File: src/rtl/bbox_pixel_walker.sv
// rtl/bbox_pixel_walker.sv - clips a Q10.6 bounding box to the screen and walks its pixels in row-major order
// Optional build macro: PIXEL_CENTER_EN (emit pixel-centre sample coordinates)
module bbox_pixel_walker #(
  parameter int WIDTH    = 16,
  parameter int FRAC     = 6,
  parameter int SCREEN_W = 320,
  parameter int SCREEN_H = 240
) (
  input  logic             clk_i,
  input  logic             rst_ni,
  input  logic             bb_valid_i,
  output logic             bb_ready_o,
  input  logic [WIDTH-1:0] xmin_i,
  input  logic [WIDTH-1:0] xmax_i,
  input  logic [WIDTH-1:0] ymin_i,
  input  logic [WIDTH-1:0] ymax_i,
  output logic             px_valid_o,
  input  logic             px_ready_i,
  output logic [WIDTH-1:0] px_x_o,
  output logic [WIDTH-1:0] px_y_o,
  output logic             px_row_end_o,
  output logic             px_last_o,
  output logic             done_o
);

  // One pixel in fixed point, and the mask that floors a coordinate to a whole pixel
  localparam logic [WIDTH-1:0] STEP       = {{(WIDTH-1){1'b0}}, 1'b1} << FRAC;
  localparam logic [WIDTH-1:0] FLOOR_MASK = {WIDTH{1'b1}} << FRAC;

  // Last addressable pixel on each axis; clipping to these also keeps x+STEP from wrapping
  localparam logic [WIDTH-1:0] X_LIMIT = WIDTH'(SCREEN_W - 1) << FRAC;
  localparam logic [WIDTH-1:0] Y_LIMIT = WIDTH'(SCREEN_H - 1) << FRAC;

`ifdef PIXEL_CENTER_EN
  localparam logic [WIDTH-1:0] CENTER_OFS = STEP >> 1;
`else
  localparam logic [WIDTH-1:0] CENTER_OFS = '0;
`endif

  typedef enum logic [1:0] {
    S_IDLE = 2'd0,
    S_CLIP = 2'd1,
    S_WALK = 2'd2
  } state_e;

  state_e state_q, state_d;

  // Captured box; xmax/ymax are overwritten with the clipped bounds in CLIP
  logic [WIDTH-1:0] xmin_q, xmin_d;
  logic [WIDTH-1:0] xmax_q, xmax_d;
  logic [WIDTH-1:0] ymin_q, ymin_d;
  logic [WIDTH-1:0] ymax_q, ymax_d;

  // Walk position (pixel corner, low FRAC bits always zero)
  logic [WIDTH-1:0] x_q, x_d;
  logic [WIDTH-1:0] y_q, y_d;

  logic done_q, done_d;

  logic [WIDTH-1:0] xmax_clip;
  logic [WIDTH-1:0] ymax_clip;
  logic             box_empty;
  logic             x_at_end;
  logic             y_at_end;
  logic             walking;

  // Clip the captured upper bounds to the screen and detect a box with no pixels left
  always_comb begin
    xmax_clip = (xmax_q > X_LIMIT) ? X_LIMIT : xmax_q;
    ymax_clip = (ymax_q > Y_LIMIT) ? Y_LIMIT : ymax_q;
    box_empty = (xmin_q > xmax_clip) || (ymin_q > ymax_clip);
  end

  // End-of-row / end-of-box tests are equality against the already clipped bounds
  always_comb begin
    walking  = (state_q == S_WALK);
    x_at_end = (x_q == xmax_q);
    y_at_end = (y_q == ymax_q);
  end

  // Next-state logic: capture, clip, then advance the walk on each accepted pixel
  always_comb begin
    state_d = state_q;
    xmin_d  = xmin_q;
    xmax_d  = xmax_q;
    ymin_d  = ymin_q;
    ymax_d  = ymax_q;
    x_d     = x_q;
    y_d     = y_q;
    done_d  = 1'b0;

    unique case (state_q)
      S_IDLE: begin
        if (bb_valid_i) begin
          xmin_d  = xmin_i & FLOOR_MASK;
          xmax_d  = xmax_i & FLOOR_MASK;
          ymin_d  = ymin_i & FLOOR_MASK;
          ymax_d  = ymax_i & FLOOR_MASK;
          state_d = S_CLIP;
        end
      end

      S_CLIP: begin
        xmax_d = xmax_clip;
        ymax_d = ymax_clip;
        if (box_empty) begin
          state_d = S_IDLE;
          done_d  = 1'b1;
        end else begin
          x_d     = xmin_q;
          y_d     = ymin_q;
          state_d = S_WALK;
        end
      end

      S_WALK: begin
        if (px_ready_i) begin
          if (!x_at_end) begin
            x_d = x_q + STEP;
          end else if (!y_at_end) begin
            x_d = xmin_q;
            y_d = y_q + STEP;
          end else begin
            state_d = S_IDLE;
            done_d  = 1'b1;
          end
        end
      end

      default: begin
        state_d = S_IDLE;
      end
    endcase
  end

  // State and datapath registers; reset drops any box in flight without a DONE
  always_ff @(posedge clk_i or negedge rst_ni) begin
    if (!rst_ni) begin
      state_q <= S_IDLE;
      xmin_q  <= '0;
      xmax_q  <= '0;
      ymin_q  <= '0;
      ymax_q  <= '0;
      x_q     <= '0;
      y_q     <= '0;
      done_q  <= 1'b0;
    end else begin
      state_q <= state_d;
      xmin_q  <= xmin_d;
      xmax_q  <= xmax_d;
      ymin_q  <= ymin_d;
      ymax_q  <= ymax_d;
      x_q     <= x_d;
      y_q     <= y_d;
      done_q  <= done_d;
    end
  end

  // Pixel outputs are forced to zero outside WALK so they read 0 after reset in every build;
  // inside WALK they come straight from registers and therefore hold during stalls
  always_comb begin
    bb_ready_o   = (state_q == S_IDLE);
    px_valid_o   = walking;
    px_x_o       = walking ? (x_q + CENTER_OFS) : '0;
    px_y_o       = walking ? (y_q + CENTER_OFS) : '0;
    px_row_end_o = walking && x_at_end;
    px_last_o    = walking && x_at_end && y_at_end;
    done_o       = done_q;
  end

endmodule
File: config.mk
export PLATFORM = sky130hd
export DESIGN_NAME = bbox_pixel_walker
export DESIGN_NICKNAME = d
export VERILOG_FILES = /design/src/rtl/bbox_pixel_walker.sv
export SDC_FILE = /design/constraint.sdc
export NUM_CORES = 1
export LEC_CHECK = 0
export ABC_CLOCK_PERIOD_IN_PS = 9500
export BUFFER_PORTS_ARGS = -buffer_cell sky130_fd_sc_hd__buf_4
export CORE_UTILIZATION = 40
export CTS_CLUSTER_SIZE = 28
export DETAILED_ROUTE_END_ITERATION = 10
export PLACE_DENSITY = 0.65
export SKIP_LAST_GASP = 1
export SLEW_MARGIN = 5
export SYNTH_ARGS = -nofsm -noshare
export SYNTH_HDL_FRONTEND = slang
export SYNTH_SLANG_ARGS = --single-unit
File: constraint.sdc
create_clock -name clk_i -period 9.5 [get_ports clk_i]
set_input_delay 0.475 -clock clk_i [delete_from_list [all_inputs] [get_ports clk_i]]
set_output_delay 0.475 -clock clk_i [all_outputs]
set_load 0.01 [all_outputs]
==> metrics, run 1 <==
drt wl/cell=16.2 um; Post-Synth Adder-Cell Area=7.11%; Remaining Overflow, GRT=0; worst reg-to-reg setup slack=4.67 ns; Core Area=10500 um^2; Worst slew margin=18.7%; CTS Buf Count=9; Yosys warnings=0; GP Congestion=0.884; min Tclk post-route=4.83 ns; htree depth=3; CP bufs+invs=0; cell count after synthesis=462; Final Util=49.1%; CP max stage cell=a2111oi_0; result of the run=complete, no violations; simple logic cell fraction of the synthesized area=19.5%; Cell Chain, Critical Path=nand4b_1 -> nor4_1 -> nor2_1 -> a21oi_1 -> nand2b_1 -> ha_1 -> a211oi_1 -> nor2_1 -> a2111oi_0 -> o22ai_1 -> a21boi_0 -> or4b_1 -> nand4b_1; Vias=3628; Compound-Gate Fraction of Synth Area=15.6%; Final TNS setup=0 ns; CP startpoint=xmax_q[15]; number of distinct library cells after synthesis=52; hold buffers post-CTS=0; critical path class=reg2reg; PwrDens=145 nW/um^2; Die ar.=11400 um^2; largest family of logic cells by synthesized area=simple AND/OR/NAND/NOR gates; vias in the first global route=3519; worst vdd ir=0.0791 mV; Critical Path Start Type=register; clk_skew=0.0100 ns; Detailed Route WL=10700 um; Net Switching=223 uW; clock sink count=75; CP max FO=10; XOR/XNOR Fraction of Synth Area=3.98%; Critical Path RT=9.79 ns; CP top delay family=compound AO/OA/AOI/OAI gates; mux share of post-synthesis cell area=5.86%; Tot Pwr=750 uW; largest net degree at the start of global routing=76; nets=617; Post-Place Worst Slack=4.81 ns; Post-CTS Setup Inserts=0; Cell Rows=37; Clk pwr share=32.8%; Arrival @ worst endpoint=5.12 ns; asr flop ratio synth=100%; Total Routing Usage GR=20.2%; fin crit share=50.9%; nature of the critical path endpoint=register; synthesized area per cell=9.52 um^2; RSZ-0062 raised after global routing=no; diode count=0; Switching Share=29.8%; sequential share of power=49.1%; worst setup margin=4.67 ns; I/O Buffers=68; combinational power share=18.2%; CP peak stage delay=0.77 ns; Initial Util=41.8%; initial antenna violation count=0; ratio of cells with drive above 1 in the final layout=21.4%; synthesized area=4400 um^2; Pre-Repair DR Iteration Count=4; clk root buf=clkbuf_8; Die Y=107 um; Top FF cell, synth=dfrtp_1; Final setup viols=0; synth-to-layout area growth=17.5%; Hold Path Class=in2async; P_int=527 uW; CTS tree=done; I/O pin count=105; Fin. Hold Viols=0; Max Transition Viols Final=0; Detail Route Antenna Nets=0; CTS Buffer Depth=2; Max Cap Violations=0; clock transition at the registers of the reported paths=0.08 ns; dpl hpwl=7870 um; Pleak=2.48 nW; DRC errors left=0; RR Startpoint=xmax_q[15]; Least-Margin Pin Slew=1.22 ns; global-route wire length before repair=17600 um; Post-synth EDFFs=0; sequential share of the synthesized area=42.7%; fmax=207 MHz; #FFs+latches synth=75; post_cts resized=0; Skew-Pair Late Insertion Delay=0.36 ns; DR iter-0 viols=167; DR vias/cell=5.46; Die X-Extent=107 um
==> kinds of logic after synthesis <==
family / Yosys count
simple gates: 162
buf+inv: 47
flops: 75
other cells: 2
xor+xnor: 20
fa+ha+maj: 25
compound gates: 108
mux: 23
==> final cells by class <==
type                            count  area, um^2
Fill cell                         995        5340
Multi-Input combinational cell    353        2340
Sequential cell                    75        1880
Timing Repair Buffer               70         526
Tap cell                          136         170
Clock buffer                        9         124
Clock inverter                      7        68.8
Inverter                           15        56.3
==> path summary, 6_finish.rpt <==
kind	end	depth (start not counted)
max in group asynchronous	y_q[10]	1
worst min register to register	xmax_q[4]	1
min in group clk_i	ymax_q[10]	3
worst max register to register	y_q[10]	13
worst min-delay path	xmax_q[14]	1
worst max-delay path	y_q[10]	13
==> routing by layer <==
metal,global-route usage [%],share of wire [%],routed length [um],vias to the layer above
li1,-,-,-,1746
met1,29.2,49,5300,1747
met2,29.3,44,4680,123
met3,3.53,5.4,579,12
met4,9.39,1.8,192,0
met5,0,0,0,-
==> power by group through the flow <==
stage	Sequential, mW	Combinational (mW)	Clock, mW
floorplan	0.358	0.0892	0
CTS	0.367	0.138	0.254
global placement	0.372	0.134	0
finish	0.368	0.136	0.246
detailed placement	0.372	0.138	0
global route	0.370	0.153	0.265
==> state kept, by name, summed over array words and instances (netlist names) <==
register,cells
done_o,1
x_q,10
xmax_q,16
y_q,10
state_q,2
xmin_q,10
ymin_q,10
ymax_q,16
==> stage by stage <==
stage | cells | instance area (um^2) | hold WS (ns)
finish | 665 | 5160 | 0.264
global route | 665 | 5160 | 0.320
CTS | 665 | 5160 | 0.296
detailed placement | 649 | 4970 | 0.478
global placement | 649 | 4970 | 0.475
floorplan | 475 | 4450 | 0.179
==> cell usage after synthesis (2+ instances only) <==
cell | number | share of area (%)
a21boi_0 | 2 | 0.34
nand3_1 | 14 | 1.6
xnor2_1 | 18 | 3.6
inv_1 | 15 | 1.3
buf_4 | 12 | 2.0
nor2_1 | 42 | 3.6
and4_1 | 3 | 0.60
and2_1 | 15 | 2.1
or4_1 | 2 | 0.34
a2111oi_0 | 2 | 0.40
nor2b_1 | 18 | 2.6
o21a_1 | 3 | 0.51
a211oi_1 | 2 | 0.34
clkbuf_1 | 15 | 1.3
dfrtp_1 | 75 | 43
nor4_1 | 2 | 0.28
buf_2 | 3 | 0.34
ha_1 | 25 | 7.1
a31oi_1 | 7 | 1.0
a21oi_1 | 27 | 3.1
conb_1 | 2 | 0.17
o21ai_0 | 30 | 3.4
or3_1 | 5 | 0.71
o22a_1 | 15 | 3.0
xor2_1 | 2 | 0.40
o22ai_1 | 2 | 0.28
buf_1 | 2 | 0.17
nand2_1 | 28 | 2.4
nand4_1 | 11 | 1.6
nand4b_1 | 2 | 0.40
mux2_2 | 22 | 5.6
a22oi_1 | 3 | 0.51
o31ai_1 | 7 | 1.2
nand2b_1 | 5 | 0.71
nor3_1 | 6 | 0.68
a32oi_1 | 2 | 0.40
==> worst register-to-register path: stages, from the launching register on <==
cell and delay, ns:
dfrtp_1 0.45, nand4b_1 0.20, nor4_1 0.46, nor2_1 0.10
a21oi_1 0.61, nand2b_1 0.20, ha_1 0.24, a211oi_1 0.25
nor2_1 0.07, a2111oi_0 0.77, o22ai_1 0.31, a21boi_0 0.55
or4b_1 0.48, nand4b_1 0.09
==> placed cells by master, fill, tap and decap left out, types with 3 or more instances in the layout <==
cell type / instances
o31ai_1: 7
o22a_1: 15
a21oi_1: 27
nand2_1: 28
nand3_1: 14
a22oi_1: 3
nand2b_1: 5
clkbuf_8: 9
and2_1: 15
xnor2_1: 18
and4_1: 3
nor3_1: 6
nor2b_1: 18
buf_4: 70
dfrtp_1: 75
o21a_1: 3
ha_1: 25
clkinv_2: 3
a31oi_1: 7
or3_1: 5
nand4_1: 11
mux2_2: 22
o21ai_0: 30
inv_1: 15
conb_1: 15
nor2_1: 42
Power figures use the tool's default switching activity.
==> inputs of run 2 (changes only) <==
--- a/config.mk
+++ b/config.mk
@@ -5,7 +5,8 @@
 export SDC_FILE = /design/constraint.sdc
 export NUM_CORES = 1
 export LEC_CHECK = 0
-export ABC_CLOCK_PERIOD_IN_PS = 9500
+export ABC_AREA = 1
+export ABC_CLOCK_PERIOD_IN_PS = 4970
 export BUFFER_PORTS_ARGS = -buffer_cell sky130_fd_sc_hd__buf_4
 export CORE_UTILIZATION = 40
 export CTS_CLUSTER_SIZE = 28
==> constraint.sdc (replaced) <==
create_clock -name clk_i -period 4.97 [get_ports clk_i]
set_input_delay 0.2485 -clock clk_i [delete_from_list [all_inputs] [get_ports clk_i]]
set_output_delay 0.2485 -clock clk_i [all_outputs]
set_load 0.01 [all_outputs]
==> run 2 against run 1 <==
Maximum frequency rose by 42%. Register-to-register slack got worse by 3.1 ns. Clock skew barely moved. Hold slack got worse by 0.21 ns. Flip-flop and latch count did not move. Critical path type unchanged. Largest cell class unchanged.
==> metrics, run 2 <==
initial antenna violation count=0 (unchanged); drt wl/cell=13.4 um (-17%); Detailed Route WL=12300 um (+14%); CP bufs+invs=2 (+2); vias in the first global route=4447 (+26%); RR Endpoint=x_q[13]; CP peak stage delay=0.41 ns (-0.36 ns); synthesized area=4950 um^2 (+13%); cell with the most instances after synthesis=nand2_1; Critical Path RT=5.19 ns (-4.60 ns); min Tclk post-route=3.41 ns (-1.42 ns); routed wl met3=692 um (+20%); Most Frequent Cell on Critical Path=nand2_1; Max Cap Violations=0 (unchanged); fmax=293 MHz (+42%); Initial Util=41.0% (-0.80 points); sequential share of the synthesized area=37.9% (-4.8 points); GP Congestion=0.902 (+2.1%); dpl hpwl=9020 um (+15%); #FFs+latches synth=75 (unchanged); Die Y=113 um (+6.0%); Commonest cells post-synth=nand2_1, inv_1, dfrtp_1; Final setup viols=0 (unchanged); diode count=0 (unchanged); Least-Margin Pin Slew=0.966 ns (-0.254 ns); post-synth top area share=37.9% (-4.8 points); worst reg-to-reg setup slack=1.56 ns (-3.11 ns); Critical Path Start Type=register; Filler cells=1210 (+22%); hold buffers post-CTS=0 (unchanged); area leader, netlist=dfrtp_1; Cell Chain, Critical Path=nor2_1 -> inv_1 -> a21oi_2 -> nand2_1 -> nor2_1 -> inv_1 -> ha_1 -> nand2_1 -> nor2_1 -> nand2_1 -> nor2_1 -> nand2_1 -> nand2_1 -> nand2_1 -> nand2_2 -> nand2_2 -> nand2_1 -> nand2_1; CTS Buffer Depth=2 (unchanged); RR Startpoint=xmax_q[12]; Area contributors post-synth=dfrtp_1, nand2_1, ha_1; CP top delay family=simple AND/OR/NAND/NOR gates; Yosys warnings=0 (unchanged); clk root buf=clkbuf_16; Metal-1 WL=5330 um (+0.70%); Total Routing Usage GR=20.9% (+0.68 points); critical path class=reg2reg; Hold Path Class=in2async; Vias=4601 (+27%); Fin. Hold Viols=0 (unchanged); clk_skew=0.0102 ns (+0.000209 ns); CTS Buf Count=9 (unchanged); most frequent cells in the layout=nand2_1, inv_1, dfrtp_1; Arrival @ worst endpoint=3.64 ns (-1.48 ns); Remaining Overflow, GRT=0 (unchanged); nets=838 (+36%); ratio of cells with drive above 1 in the final layout=16.4% (-5.0 points); Die ar.=12800 um^2 (+12%); global-route wire length before repair=20900 um (+19%); Skew-Pair Late Insertion Delay=0.34 ns (-0.02 ns); Worst Reg-to-Reg Cells=18 (+5); Detail Route Antenna Nets=0 (unchanged); Die X-Extent=113 um (+6.0%); nature of the critical path endpoint=register; met2 WL post-DR=5860 um (+25%); clock transition at the registers of the reported paths=0.06 ns (-0.02 ns); synth-to-layout area growth=18.5%; number of distinct library cells after synthesis=37 (-29%); DRC errors left=0 (unchanged); CP max stage cell=dfrtp_1; largest net degree at the start of global routing=76 (unchanged); Pre-Repair DR Iteration Count=5 (+1); worst vdd ir=0.265 mV (+240%); Core Area=12100 um^2 (+15%); cell count after synthesis=687 (+49%); Final TNS setup=0 ns (unchanged); CTS tree=done; Worst slew margin=35.4% (+17 points); fin crit share=68.7% (+18 points); CP max FO=23 (+13); PwrDens=660 nW/um^2 (+350%); I/O pin count=105 (unchanged); Final Util=48.6% (-0.52 points); Max Transition Viols Final=0 (unchanged); most common cell after layout, fill and taps aside=nand2_1; Top Layer Used=met4; DR vias/cell=5.01 (-8.1%); Post-synth EDFFs=0 (unchanged); Post-CTS Setup Inserts=0 (unchanged); Top FF cell, synth=dfrtp_1; clock sink count=75 (unchanged); Pleak=3.09 nW (+25%); post_cts resized=0 (unchanged); htree depth=3 (unchanged); I/O Buffers=68 (unchanged); synthesized area per cell=7.20 um^2 (-24%); result of the run=complete, no violations; DR iter-0 viols=251 (+50%); Hold WS=0.0581 ns (-0.206 ns); RSZ-0062 raised after global routing=no; asr flop ratio synth=100% (unchanged); Cell Rows=40 (+8.1%); Regs by FF count=xmax_q (16), ymax_q (16)
==> run 2: cell types whose count changed after synthesis, sizes merged, moves of 7 or more <==
cell    change
a31oi       -7
and2       -15
buf        +12
clkbuf      -7
inv        +70
nand2     +171
nand3      +38
nand4       -9
nor2       +36
nor2b      -18
nor3       +12
o22a       -15
o22ai       +7
xnor2      -11
==> run 2: metrics by stage <==
step	total power [mW]	setup slack [ns]	instances	area (um^2)
after floorplan	2.64	2.54	700	5000
after global placement	3.03	1.70	902	5520
after detailed placement	3.10	1.60	902	5520
after CTS	3.89	1.57	918	5870
after global routing	4.25	1.13	918	5870
final	3.87	1.56	918	5870
==> run 2: cells by family after synthesis <==
group	share of synthesized area, %
simple gates	29.9
buf+inv	11.0
compound gates	8.52
flops	37.9
fa+ha+maj	6.32
mux	3.87
xor+xnor	2.30
other cells	0.152
==> run 2: worst max-delay path by stage <==
| stage | from | end | slack (ns) | cells after the start |
|---|---|---|---|---|
| after floorplan | xmax_q[12] | x_q[8] | 2.54 | 18 |
| final | xmax_q[12] | x_q[13] | 1.56 | 18 |
| after detailed placement | xmax_q[12] | x_q[13] | 1.60 | 18 |
| after global placement | ymax_q[11] | x_q[8] | 1.70 | 17 |
| after CTS | xmax_q[12] | x_q[13] | 1.57 | 18 |
| after global routing | xmax_q[12] | x_q[6] | 1.13 | 18 |
==> run 2: area by class of cell <==
class	instances	area, um^2	area share, %
multi-input cells	502	2580	44.0
flip-flops and latches	75	1880	32.0
repair buffers	71	533	9.09
inverters	86	323	5.50
clock buffers	11	243	4.14
well taps	168	210	3.58
clock inverters	5	100	1.71
==> run 2: metal layers <==
layer | track usage [%] | vias up
met2 | 33.7 | 154
met4 | 11.2 | 0
met3 | 3.96 | 27
li1 | - | 2271
met1 | 26.5 | 2149
met5 | 0 | -
==> run 2: power breakdown <==
group | leakage, nW | internal, mW | switching, mW | total (mW)
clock network | 0.169 | 0.503 | 0.260 | 0.762
registers | 0.925 | 0.877 | 0.336 | 1.21
logic | 1.99 | 0.731 | 1.17 | 1.90
==> inputs of run 3 (changes only) <==
--- a/config.mk
+++ b/config.mk
@@ -5,8 +5,8 @@
 export SDC_FILE = /design/constraint.sdc
 export NUM_CORES = 1
 export LEC_CHECK = 0
-export ABC_AREA = 1
-export ABC_CLOCK_PERIOD_IN_PS = 4970
+export ABC_AREA = 0
+export ABC_CLOCK_PERIOD_IN_PS = 3240
 export BUFFER_PORTS_ARGS = -buffer_cell sky130_fd_sc_hd__buf_4
 export CORE_UTILIZATION = 40
 export CTS_CLUSTER_SIZE = 28
==> constraint.sdc (replaced) <==
create_clock -name clk_i -period 3.24 [get_ports clk_i]
set_input_delay 0.162 -clock clk_i [delete_from_list [all_inputs] [get_ports clk_i]]
set_output_delay 0.162 -clock clk_i [all_outputs]
set_load 0.01 [all_outputs]
==> run 3 against run 2 <==
Global-route usage rose by 0.52 points. Clock power down 4.7%. First-iteration DRC count shrank 45%. Largest power group is now registers. Sequential power is 11% lower. Clock-buffer cell count unchanged. Flip-flop and latch count unchanged. The run now ends with negative setup slack left. Non-clock buffer count increased by 49. Register-to-register slack worse by 1.6 ns. Critical path depth fell by 4. Final cell count is 22% lower. Combinational power is 78% lower.
==> metrics, run 3 (synthesis results as in run 1) <==
RSZ-0062 raised after global routing=yes; Total Routing Usage GR=21.4% (+0.52 points); Post-Place Worst Slack=-0.181 ns (-1.79 ns); dpl hpwl=8340 um (-7.5%); CTS Buf Count=9 (unchanged); I/O Buffers=68 (unchanged); Die X-Extent=107 um (-5.7%); I/O pin count=105 (unchanged); Least-Margin Pin Slew=0.959 ns (-0.00761 ns); Detail Route Antenna Nets=0 (unchanged); clk_skew=0.0117 ns (+0.00146 ns); htree depth=3 (unchanged); min Tclk post-route=3.26 ns (-0.149 ns); failing checks=negative setup slack; Max Transition Viols Final=0 (unchanged); largest net degree at the start of global routing=76 (unchanged); Arrival @ worst endpoint=3.55 ns (-0.09 ns); Initial Util=41.8% (+0.80 points); Fin. Hold Viols=0 (unchanged); Hold Path Cell Cnt=3; Worst slew margin=36.1% (+0.66 points); worst setup margin=-0.0241 ns (-1.58 ns); CP max FO=7 (-70%); Die Y=107 um (-5.7%); fmax=306 MHz (+4.6%); vias in the first global route=3837 (-14%); nature of the critical path endpoint=register; critical path class=reg2reg; clk root buf=clkbuf_8; Detailed Route WL=11700 um (-4.9%); initial antenna violation count=0 (unchanged); fin crit share=101% (+32 points); diode count=0 (unchanged); worst vdd ir=0.242 mV (-8.8%); GP Congestion=0.924 (+2.4%); clock transition at the registers of the reported paths=0.08 ns (+0.02 ns); global-route wire length before repair=18900 um (-9.7%); DR vias/cell=5.39 (+7.5%); ratio of cells with drive above 1 in the final layout=34.9% (+18 points); Remaining Overflow, GRT=0 (unchanged); Tot Pwr=2.23 mW (-42%); DRC errors left=0 (unchanged); Vias=3853 (-16%); Pre-Repair DR Iteration Count=4 (-1); most common cell after layout, fill and taps aside=buf_4; Core Area=10500 um^2 (-13%); Pleak=2.76 nW (-11%); synth-to-layout area growth=32.5%; Final setup viols=1 (+1); CTS tree=done; Hold Path Class=in2reg; Skew-Pair Late Insertion Delay=0.35 ns (about the same); clock sink count=75 (unchanged); Critical Path RT=3.52 ns (-1.67 ns); nets=667 (-20%); Critical Path Start Type=register; CTS Buffer Depth=2 (unchanged); Worst Reg-to-Reg Cells=14 (-4); PwrDens=383 nW/um^2 (-42%); DR iter-0 viols=138 (-45%); Die ar.=11400 um^2 (-11%); most frequent cells in the layout=buf_4, dfrtp_1, nor2_1; Max Cap Violations=0 (unchanged); drt wl/cell=16.3 um (+22%); Regs by FF count=xmax_q (16), ymax_q (16); result of the run=finished, violations left; Final TNS setup=-0.0241 ns (-0.0241 ns); Final Util=55.4% (+6.8 points); Cell Rows=37 (-7.5%)
==> run 3: cell types whose count changed in the layout (fill, tap and decap cells not counted), moves of 18 or more <==
cell | before | now
nand2_1 | 195 | 27
nand3_1 | 50 | 14
nor2_1 | 74 | 34
nor2b_1 | 0 | 18
buf_4 | 71 | 111
inv_1 | 80 | 14
==> run 3: layer usage <==
layer	global-route usage [%]	vias to the layer above	wire length, um
met3	3.34	14	594
met5	0	-	0
li1	-	1849	-
met1	30.0	1882	5580
met2	32.3	108	5310
met4	10.2	0	177
==> run 3: area by class of cell <==
cell class / instances / area, um^2
clock buffer: 11 / 141
clock inverter: 5 / 52.6
fill: 947 / 4680
inverter: 15 / 56.3
multi-input combinational: 353 / 2590
sequential: 75 / 1880
tap: 136 / 170
timing repair buffer: 120 / 932
==> run 3: what timing repair did <==
item / in CTS / in global routing
hold endpoints to repair: 29 / 0
endpoints found under the setup margin: 19 / 21
hold buffers: 2 / 0
gates resized for setup: 10 / 54
setup buffers: 6 / 6
cloned: 0 / 2
pin swaps: 8 / 24
==> run 3: report_power, final <==
part	switching (mW)	total, mW	leakage, nW	internal (mW)
clock	0.353	0.726	0.0991	0.373
sequential	0.0938	1.08	0.948	0.984
combinational	0.205	0.427	1.71	0.222
==> run 3: final timing paths <==
| path | start | endpoint | slack (ns) |
|---|---|---|---|
| worst max-delay path | xmax_q[4] | y_q[10] | -0.02 |
| worst min-delay path | xmax_i[13] | xmax_q[13] | 0.02 |
| worst max register to register | xmax_q[4] | y_q[10] | -0.02 |
| worst min register to register | xmax_q[0] | xmax_q[0] | 0.50 |
| max in group asynchronous | rst_ni | ymin_q[9] | 2.12 |
| min in group asynchronous | rst_ni | xmax_q[12] | 0.50 |
==> run 3: per-stage QoR <==
| step | area, um^2 | std cells | hold slack (ns) |
|---|---|---|---|
| 5_1_grt | 5820 | 715 | 0.0253 |
| 3_3_place_gp | 5260 | 683 | 0.363 |
| 3_5_place_dp | 5260 | 683 | 0.373 |
| 4_1_cts | 5570 | 707 | 0.00621 |
| 6_report | 5820 | 715 | 0.0200 |
| 2_1_floorplan | 4480 | 475 | -0.134 |
==> run 3: critical path: stages, from the launching register on <==
cell and delay [ns]:
dfrtp_1 0.40, or4_4 0.56, nor2_4 0.13, a21oi_4 0.10, buf_6 0.13, buf_4 0.13, nor2_2 0.07, ha_1 0.25
a21oi_2 0.15, nor3_2 0.07, a2111oi_4 0.31, o22ai_4 0.16, a21boi_2 0.17, or4b_4 0.46, nand4b_1 0.09
